[src/rtl/vga_mem_arbiter.sv]
`default_nettype none
// ============================================================================
// Module   : vga_mem_arbiter
// Purpose  : Shares the single-port frame RAM (67500 words) between the VGA
//            scan-out read path and buffered vector-processor writes. Display
//            reads inside an image window always own the port; buffered writes
//            retire one per cycle whenever the display does not need it.
// Ports    :
//   clock25      in   25 MHz pixel clock, only clock
//   reset_n      in   synchronous active-low reset
//   vga_addr     in   read address from the address translator
//   vga_image_on in   current pixel lies in an image window
//   vga_data     out  pixel word for the colour stage (registered)
//   vga_valid    out  vga_data belongs to an image-window pixel
//   wr_req       in   processor write request
//   wr_addr      in   processor write address
//   wr_data      in   processor write data
//   wr_ready     out  write buffer can accept (transfer on wr_req && wr_ready)
//   mem_addr     out  RAM address
//   mem_wdata    out  RAM write data
//   mem_we       out  RAM write enable
//   mem_rdata    in   RAM read data, one-cycle synchronous latency
//   err_clr      in   clears wr_addr_err
//   wr_addr_err  out  sticky: an out-of-range write was dropped
//   starve       out  sticky: writes blocked by the display too long
//   fifo_level   out  current write-buffer occupancy
// Revision : 1.0 - initial release
// ============================================================================
module vga_mem_arbiter #(
    parameter int unsigned  DATA_W       = 8,
    parameter int unsigned  FIFO_DEPTH   = 4,
    parameter logic [16:0]  MEM_WORDS    = 17'h107AC,
    parameter logic [16:0]  ZERO_ADDR    = 17'h107AC,
    parameter int unsigned  STARVE_LIMIT = 1024
) (
    input  logic                              clock25,
    input  logic                              reset_n,
    input  logic [16:0]                       vga_addr,
    input  logic                              vga_image_on,
    output logic [DATA_W-1:0]                 vga_data,
    output logic                              vga_valid,
    input  logic                              wr_req,
    input  logic [16:0]                       wr_addr,
    input  logic [DATA_W-1:0]                 wr_data,
    output logic                              wr_ready,
    output logic [16:0]                       mem_addr,
    output logic [DATA_W-1:0]                 mem_wdata,
    output logic                              mem_we,
    input  logic [DATA_W-1:0]                 mem_rdata,
    input  logic                              err_clr,
    output logic                              wr_addr_err,
    output logic                              starve,
    output logic [$clog2(FIFO_DEPTH):0]       fifo_level
);

    localparam int unsigned          c_AW           = $clog2(FIFO_DEPTH);
    localparam logic [c_AW:0]        c_DEPTH        = FIFO_DEPTH[c_AW:0];
    localparam logic [15:0]          c_STARVE_LIMIT = STARVE_LIMIT[15:0];

    // Port grant encoding
    localparam logic [1:0] c_GRANT_IDLE    = 2'd0;
    localparam logic [1:0] c_GRANT_DISPLAY = 2'd1;
    localparam logic [1:0] c_GRANT_WRITE   = 2'd2;

    // ------------------------------------------------------------------------
    // Write buffer storage and state
    // ------------------------------------------------------------------------
    logic [16:0]        r_fifo_addr [FIFO_DEPTH];
    logic [DATA_W-1:0]  r_fifo_data [FIFO_DEPTH];
    logic [c_AW-1:0]    r_wptr;
    logic [c_AW-1:0]    r_rptr;
    logic [c_AW:0]      r_level;

    logic               r_err;
    logic               r_starve;
    logic [15:0]        r_starve_cnt;

    logic               r_on_d1;
    logic               r_on_d2;
    logic [DATA_W-1:0]  r_vga_data;

    logic               w_full;
    logic               w_empty;
    logic               w_handshake;
    logic               w_in_range;
    logic               w_push;
    logic               w_pop;
    logic               w_addr_err;
    logic [1:0]         w_grant;
    logic [15:0]        w_starve_cnt_next;

    assign w_full      = (r_level == c_DEPTH);
    assign w_empty     = (r_level == '0);
    assign wr_ready    = !w_full;
    assign w_handshake = wr_req && !w_full;
    assign w_in_range  = (wr_addr < MEM_WORDS);

    // Reset blocks every buffer update, so a reset during a drain discards
    // the queue and the write presented in that cycle never reaches RAM.
    assign w_push      = reset_n && w_handshake && w_in_range;
    assign w_addr_err  = w_handshake && !w_in_range;

    // ------------------------------------------------------------------------
    // Port grant: display read wins unconditionally, then buffered writes
    // ------------------------------------------------------------------------
    always_comb begin
        w_grant = c_GRANT_IDLE;
        if (vga_image_on) begin
            w_grant = c_GRANT_DISPLAY;
        end else if (!w_empty) begin
            w_grant = c_GRANT_WRITE;
        end
    end

    assign w_pop = reset_n && (w_grant == c_GRANT_WRITE);

    always_comb begin
        mem_addr  = ZERO_ADDR;
        mem_wdata = '0;
        mem_we    = 1'b0;
        case (w_grant)
            c_GRANT_DISPLAY: mem_addr = vga_addr;
            c_GRANT_WRITE: begin
                mem_addr  = r_fifo_addr[r_rptr];
                mem_wdata = r_fifo_data[r_rptr];
                mem_we    = reset_n;
            end
            default: mem_addr = ZERO_ADDR;
        endcase
    end

    // ------------------------------------------------------------------------
    // Write buffer
    // ------------------------------------------------------------------------
    always_ff @(posedge clock25) begin
        if (w_push) begin
            r_fifo_addr[r_wptr] <= wr_addr;
            r_fifo_data[r_wptr] <= wr_data;
        end
    end

    always_ff @(posedge clock25) begin
        if (!reset_n) begin
            r_wptr  <= '0;
            r_rptr  <= '0;
            r_level <= '0;
        end else begin
            if (w_push) begin
                r_wptr <= r_wptr + 1'b1;
            end
            if (w_pop) begin
                r_rptr <= r_rptr + 1'b1;
            end
            case ({w_push, w_pop})
                2'b10:   r_level <= r_level + 1'b1;
                2'b01:   r_level <= r_level - 1'b1;
                default: r_level <= r_level;
            endcase
        end
    end

    assign fifo_level = r_level;

    // ------------------------------------------------------------------------
    // Sticky address-error flag: a new error outranks a same-cycle clear
    // ------------------------------------------------------------------------
    always_ff @(posedge clock25) begin
        if (!reset_n) begin
            r_err <= 1'b0;
        end else if (w_addr_err) begin
            r_err <= 1'b1;
        end else if (err_clr) begin
            r_err <= 1'b0;
        end
    end

    assign wr_addr_err = r_err;

    // ------------------------------------------------------------------------
    // Starvation monitor: counts consecutive full-and-display cycles. The flag
    // is raised on the edge the count reaches the limit, so it is not lost if
    // the window closes right after.
    // ------------------------------------------------------------------------
    always_comb begin
        w_starve_cnt_next = '0;
        if (w_full && (w_grant == c_GRANT_DISPLAY)) begin
            if (r_starve_cnt == c_STARVE_LIMIT) begin
                w_starve_cnt_next = r_starve_cnt;
            end else begin
                w_starve_cnt_next = r_starve_cnt + 16'd1;
            end
        end
    end

    always_ff @(posedge clock25) begin
        if (!reset_n) begin
            r_starve_cnt <= '0;
            r_starve     <= 1'b0;
        end else begin
            r_starve_cnt <= w_starve_cnt_next;
            if (w_starve_cnt_next == c_STARVE_LIMIT) begin
                r_starve <= 1'b1;
            end
        end
    end

    assign starve = r_starve;

    // ------------------------------------------------------------------------
    // Read path: first delay stage lines up with RAM read data, second with
    // the registered pixel word.
    // ------------------------------------------------------------------------
    always_ff @(posedge clock25) begin
        if (!reset_n) begin
            r_on_d1    <= 1'b0;
            r_on_d2    <= 1'b0;
            r_vga_data <= '0;
        end else begin
            r_on_d1    <= vga_image_on;
            r_on_d2    <= r_on_d1;
            r_vga_data <= r_on_d1 ? mem_rdata : '0;
        end
    end

    assign vga_data  = r_vga_data;
    assign vga_valid = r_on_d2;

endmodule
`default_nettype wire

[config.mk]
export PLATFORM = sky130hd
export DESIGN_NAME = vga_mem_arbiter
export DESIGN_NICKNAME = d
export VERILOG_FILES = /design/src/rtl/vga_mem_arbiter.sv
export SDC_FILE = /design/constraint.sdc
export NUM_CORES = 1
export LEC_CHECK = 0
export ABC_AREA = 1
export BUFFER_PORTS_ARGS = -buffer_cell sky130_fd_sc_hd__clkbuf_2
export CAP_MARGIN = 20
export CORE_ASPECT_RATIO = 0.5
export CORE_MARGIN = 5
export CORE_UTILIZATION = 35
export DETAILED_ROUTE_END_ITERATION = 6
export PLACE_DENSITY = 0.6
export SLEW_MARGIN = 20
export SYNTH_ARGS = -nofsm -noshare
export SYNTH_HDL_FRONTEND = slang
export SYNTH_SLANG_ARGS = --single-unit
[constraint.sdc]
create_clock -name clock25 -period 6 [get_ports clock25]
set_input_delay 1.5 -clock clock25 [delete_from_list [all_inputs] [get_ports clock25]]
set_output_delay 1.5 -clock clock25 [all_outputs]
set_load 0.005 [all_outputs]
==> flow_metrics.tcl <==
set metrics [dict create \
    critPathLaunchType "primary input" \
    diodes 0 \
    fin_worst_skew_ns 0.00708 \
    io_pins 96 \
    yosysWarnings 0 \
    root_buffer "clkbuf_16" \
    synth_cell_types 31 \
    cp.arrival_ns 2.97 \
    seq_area_um2 3740 \
    post_cts_buffers 0 \
    worst_pin_slew_ns 0.841 \
    cap_violations 0 \
    clkLatencyLatePin_ns 0.41 \
    synth-seq-cells 137 \
    cts_resized 0 \
    grt-ovfl-total 0 \
    final_antenna_net_count 0 \
    die_x_um 193 \
    synth_cells 584 \
    grt_pass1_wl_mm 22.4 \
    clock.fmax_ghz 0.224 \
    antenna_found_initial 0 \
    crit_slowest_cell "nor2_1" \
    grt_max_degree 60 \
    clock_sinks 137 \
    timing.final.crit_share 0.744 \
    cts_max_level 4 \
    worst_path_most_repeated_cell "clkbuf_2" \
    final_hold_viol_count 0 \
    routabilityCongestion 0.817 \
    synth_edf_count 100 \
    yosysMostFrequentCell "nor2_1" \
    io_buffers 95 \
    max_slew_margin 0.439 \
    synth-seq-area-share 0.637 \
    rsz0062_at_grt "false" \
    multi_input_area_um2 1800 \
    finalSetupViolCount 0 \
    powerDensity_nw_per_um2 313 \
    status "complete, no violations" \
    clockBufferDepth 2 \
    postSynthAreaPerCell_um2 10.1 \
    wirelength_mm 14.0 \
    slowest_delay_ns 0.30 \
    area_growth_pct 23.2 \
    vias_per_cell 4.67 \
    holdBufCountCts 0 \
    initial_core_util 0.358 \
    worstPathMaxFanout 17 \
    synth.area.top_cells "edfxtp_1 51%, dfxtp_1 13%, nor2_1 6.7%" \
    tns_ns 0 \
    synth_async_sr_flop_share 0 \
    syn-num-nets 647 \
    synth_top_area_share 0.511 \
    slew_violations 0 \
    crit_type "in2out" \
    core_area_um2 16400 \
    cpLargestDelayFamily "buffers and inverters" \
    vias 4314 \
    hold_slack_ns 0.470 \
    num_rows 33 \
    critPathBufInv 4 \
    wl_per_cell_um 15.1 \
    drc 0 \
    syn_area_um2 5880 \
    cts_made_buffers 17 \
    peakVddDrop_v 0.000186 \
    min_period_ns 4.47 \
    dp_hpwl_mm 9.23 \
    first_iter_violations 289 \
    p_leak_nw 2.88 \
    drtPass1Iterations 5 \
    ys_top_cells_by_count "105 x nor2_1, 100 x edfxtp_1, 79 x nand2_1" \
    crit_chain "clkbuf_2, a21oi_2, buf_4, inv_1, nor2_1, clkbuf_2" \
    nFillCells 1611 \
    fp.dieH_um 102 \
    first_global_vias 4336 \
    drive_gt1_frac 0.227 \
    grt_use_total 0.147 \
    final_nets 747 \
    endpoint_kind "output port" \
    ys_dominant_reg_cell "edfxtp_1" \
    critPathRequiredTime_ns 4.50 \
    die_area_um2 19600 \
    clk_pin_slew_worst_paths_ns 0.06 \
    hp-class "reg2reg" \
    cts_tree "built" \
    synth_top_cell_by_area "edfxtp_1" \
]
## stage by stage
| step | setup slack (ns) | total power [W] | utilization | area, um^2 | instances |
|---|---|---|---|---|---|
| 2_1_floorplan | 2.32 | 0.00112 | - | 5880 | 584 |
| 4_1_cts | 1.54 | 0.00229 | 0.441 | 7240 | 924 |
| 5_1_grt | 1.40 | 0.00235 | 0.441 | 7240 | 924 |
| 3_3_place_gp | 1.63 | 0.00118 | 0.403 | 6620 | 892 |
| 3_5_place_dp | 1.53 | 0.00119 | 0.403 | 6620 | 892 |
| 6_report | 1.53 | 0.00226 | 0.441 | 7240 | 924 |
## final cells by class
type	instances	share of cell area
Clock inverter	15	0.0276
Sequential cell	137	0.517
Inverter	69	0.0358
Timing Repair Buffer	102	0.0729
Multi-Input combinational cell	357	0.249
Tap cell	227	0.0392
Clock buffer	17	0.0587
## worst paths after layout
kind,startpoint,slack [ns],cells past startpoint,to
hold reg to reg,wr_addr_err,0.47,2,wr_addr_err
setup reg to reg,fifo_level[1],3.40,13,fifo_level[2]
setup / recovery,vga_image_on,1.53,6,mem_we
hold / removal,wr_addr_err,0.47,2,wr_addr_err
## cells in the final DEF, fill, tap and decap left out, types with 3 or more instances in the layout
cell type  Yosys  layout
clkbuf_2       0      95
clkbuf_16      0      17
a21oi_1       29      29
o21ai_0       53      53
nand2_1       79      79
edfxtp_1     100     100
a32o_1         9       9
nand4_1        4       4
o22ai_1        4       4
nor2_2         3       7
nor2_4         4       4
xor2_1         4       4
bufinv_16      0       4
clkinv_2       0       3
clkinv_4       0       4
buf_4          0       7
nor2_1       105     101
nand2_2        5       5
o221ai_1       6       6
ha_1           7       7
inv_1         67      67
dfxtp_1       37      36
nand3_1       29      29
## worst min-delay path: stages (launching register included)
cell and delay [ns]:
dfxtp_1 0.31, nand2_1 0.05, o21ai_0 0.06
## sequential cells by signal, summed over array words and instances, names as in the netlist, named ones only
| signal | cells |
|---|---|
| fifo_level | 3 |
| r_fifo_addr | 68 |
| r_fifo_data | 32 |
| r_on_d1 | 1 |
| r_rptr | 2 |
| r_starve_cnt | 16 |
| r_wptr | 2 |
| starve | 1 |
| vga_data | 8 |
| vga_valid | 1 |
| wr_addr_err | 1 |
## layer usage
metal,track usage,wire (um),vias to the layer above
met5,0,0,-
li1,-,-,2187
met3,0.0465,635,11
met1,0.186,6440,2046
met2,0.243,6760,70
met4,0.0468,119,0
## where the power goes
group / total (W) / leakage (nW) / switching [W] / internal, W
registers: 0.00103 / 1.20 / 0.00000445 / 0.00103
logic: 0.000130 / 1.38 / 0.0000830 / 0.0000467
clock network: 0.00110 / 0.304 / 0.000404 / 0.000697
total: 0.00226 / 2.88 / 0.000492 / 0.00177
## logic make-up (layout without fill, tap and decap cells)
logic type / count (synthesis) / in the layout / share of synthesized area
simple gates: 234 / 234 / 0.169
buf+inv: 90 / 203 / 0.0583
xor+xnor: 5 / 5 / 0.00745
flops: 137 / 137 / 0.637
fa+ha+maj: 8 / 8 / 0.0183
compound gates: 110 / 110 / 0.109
(Power assumes the default switching activity.)
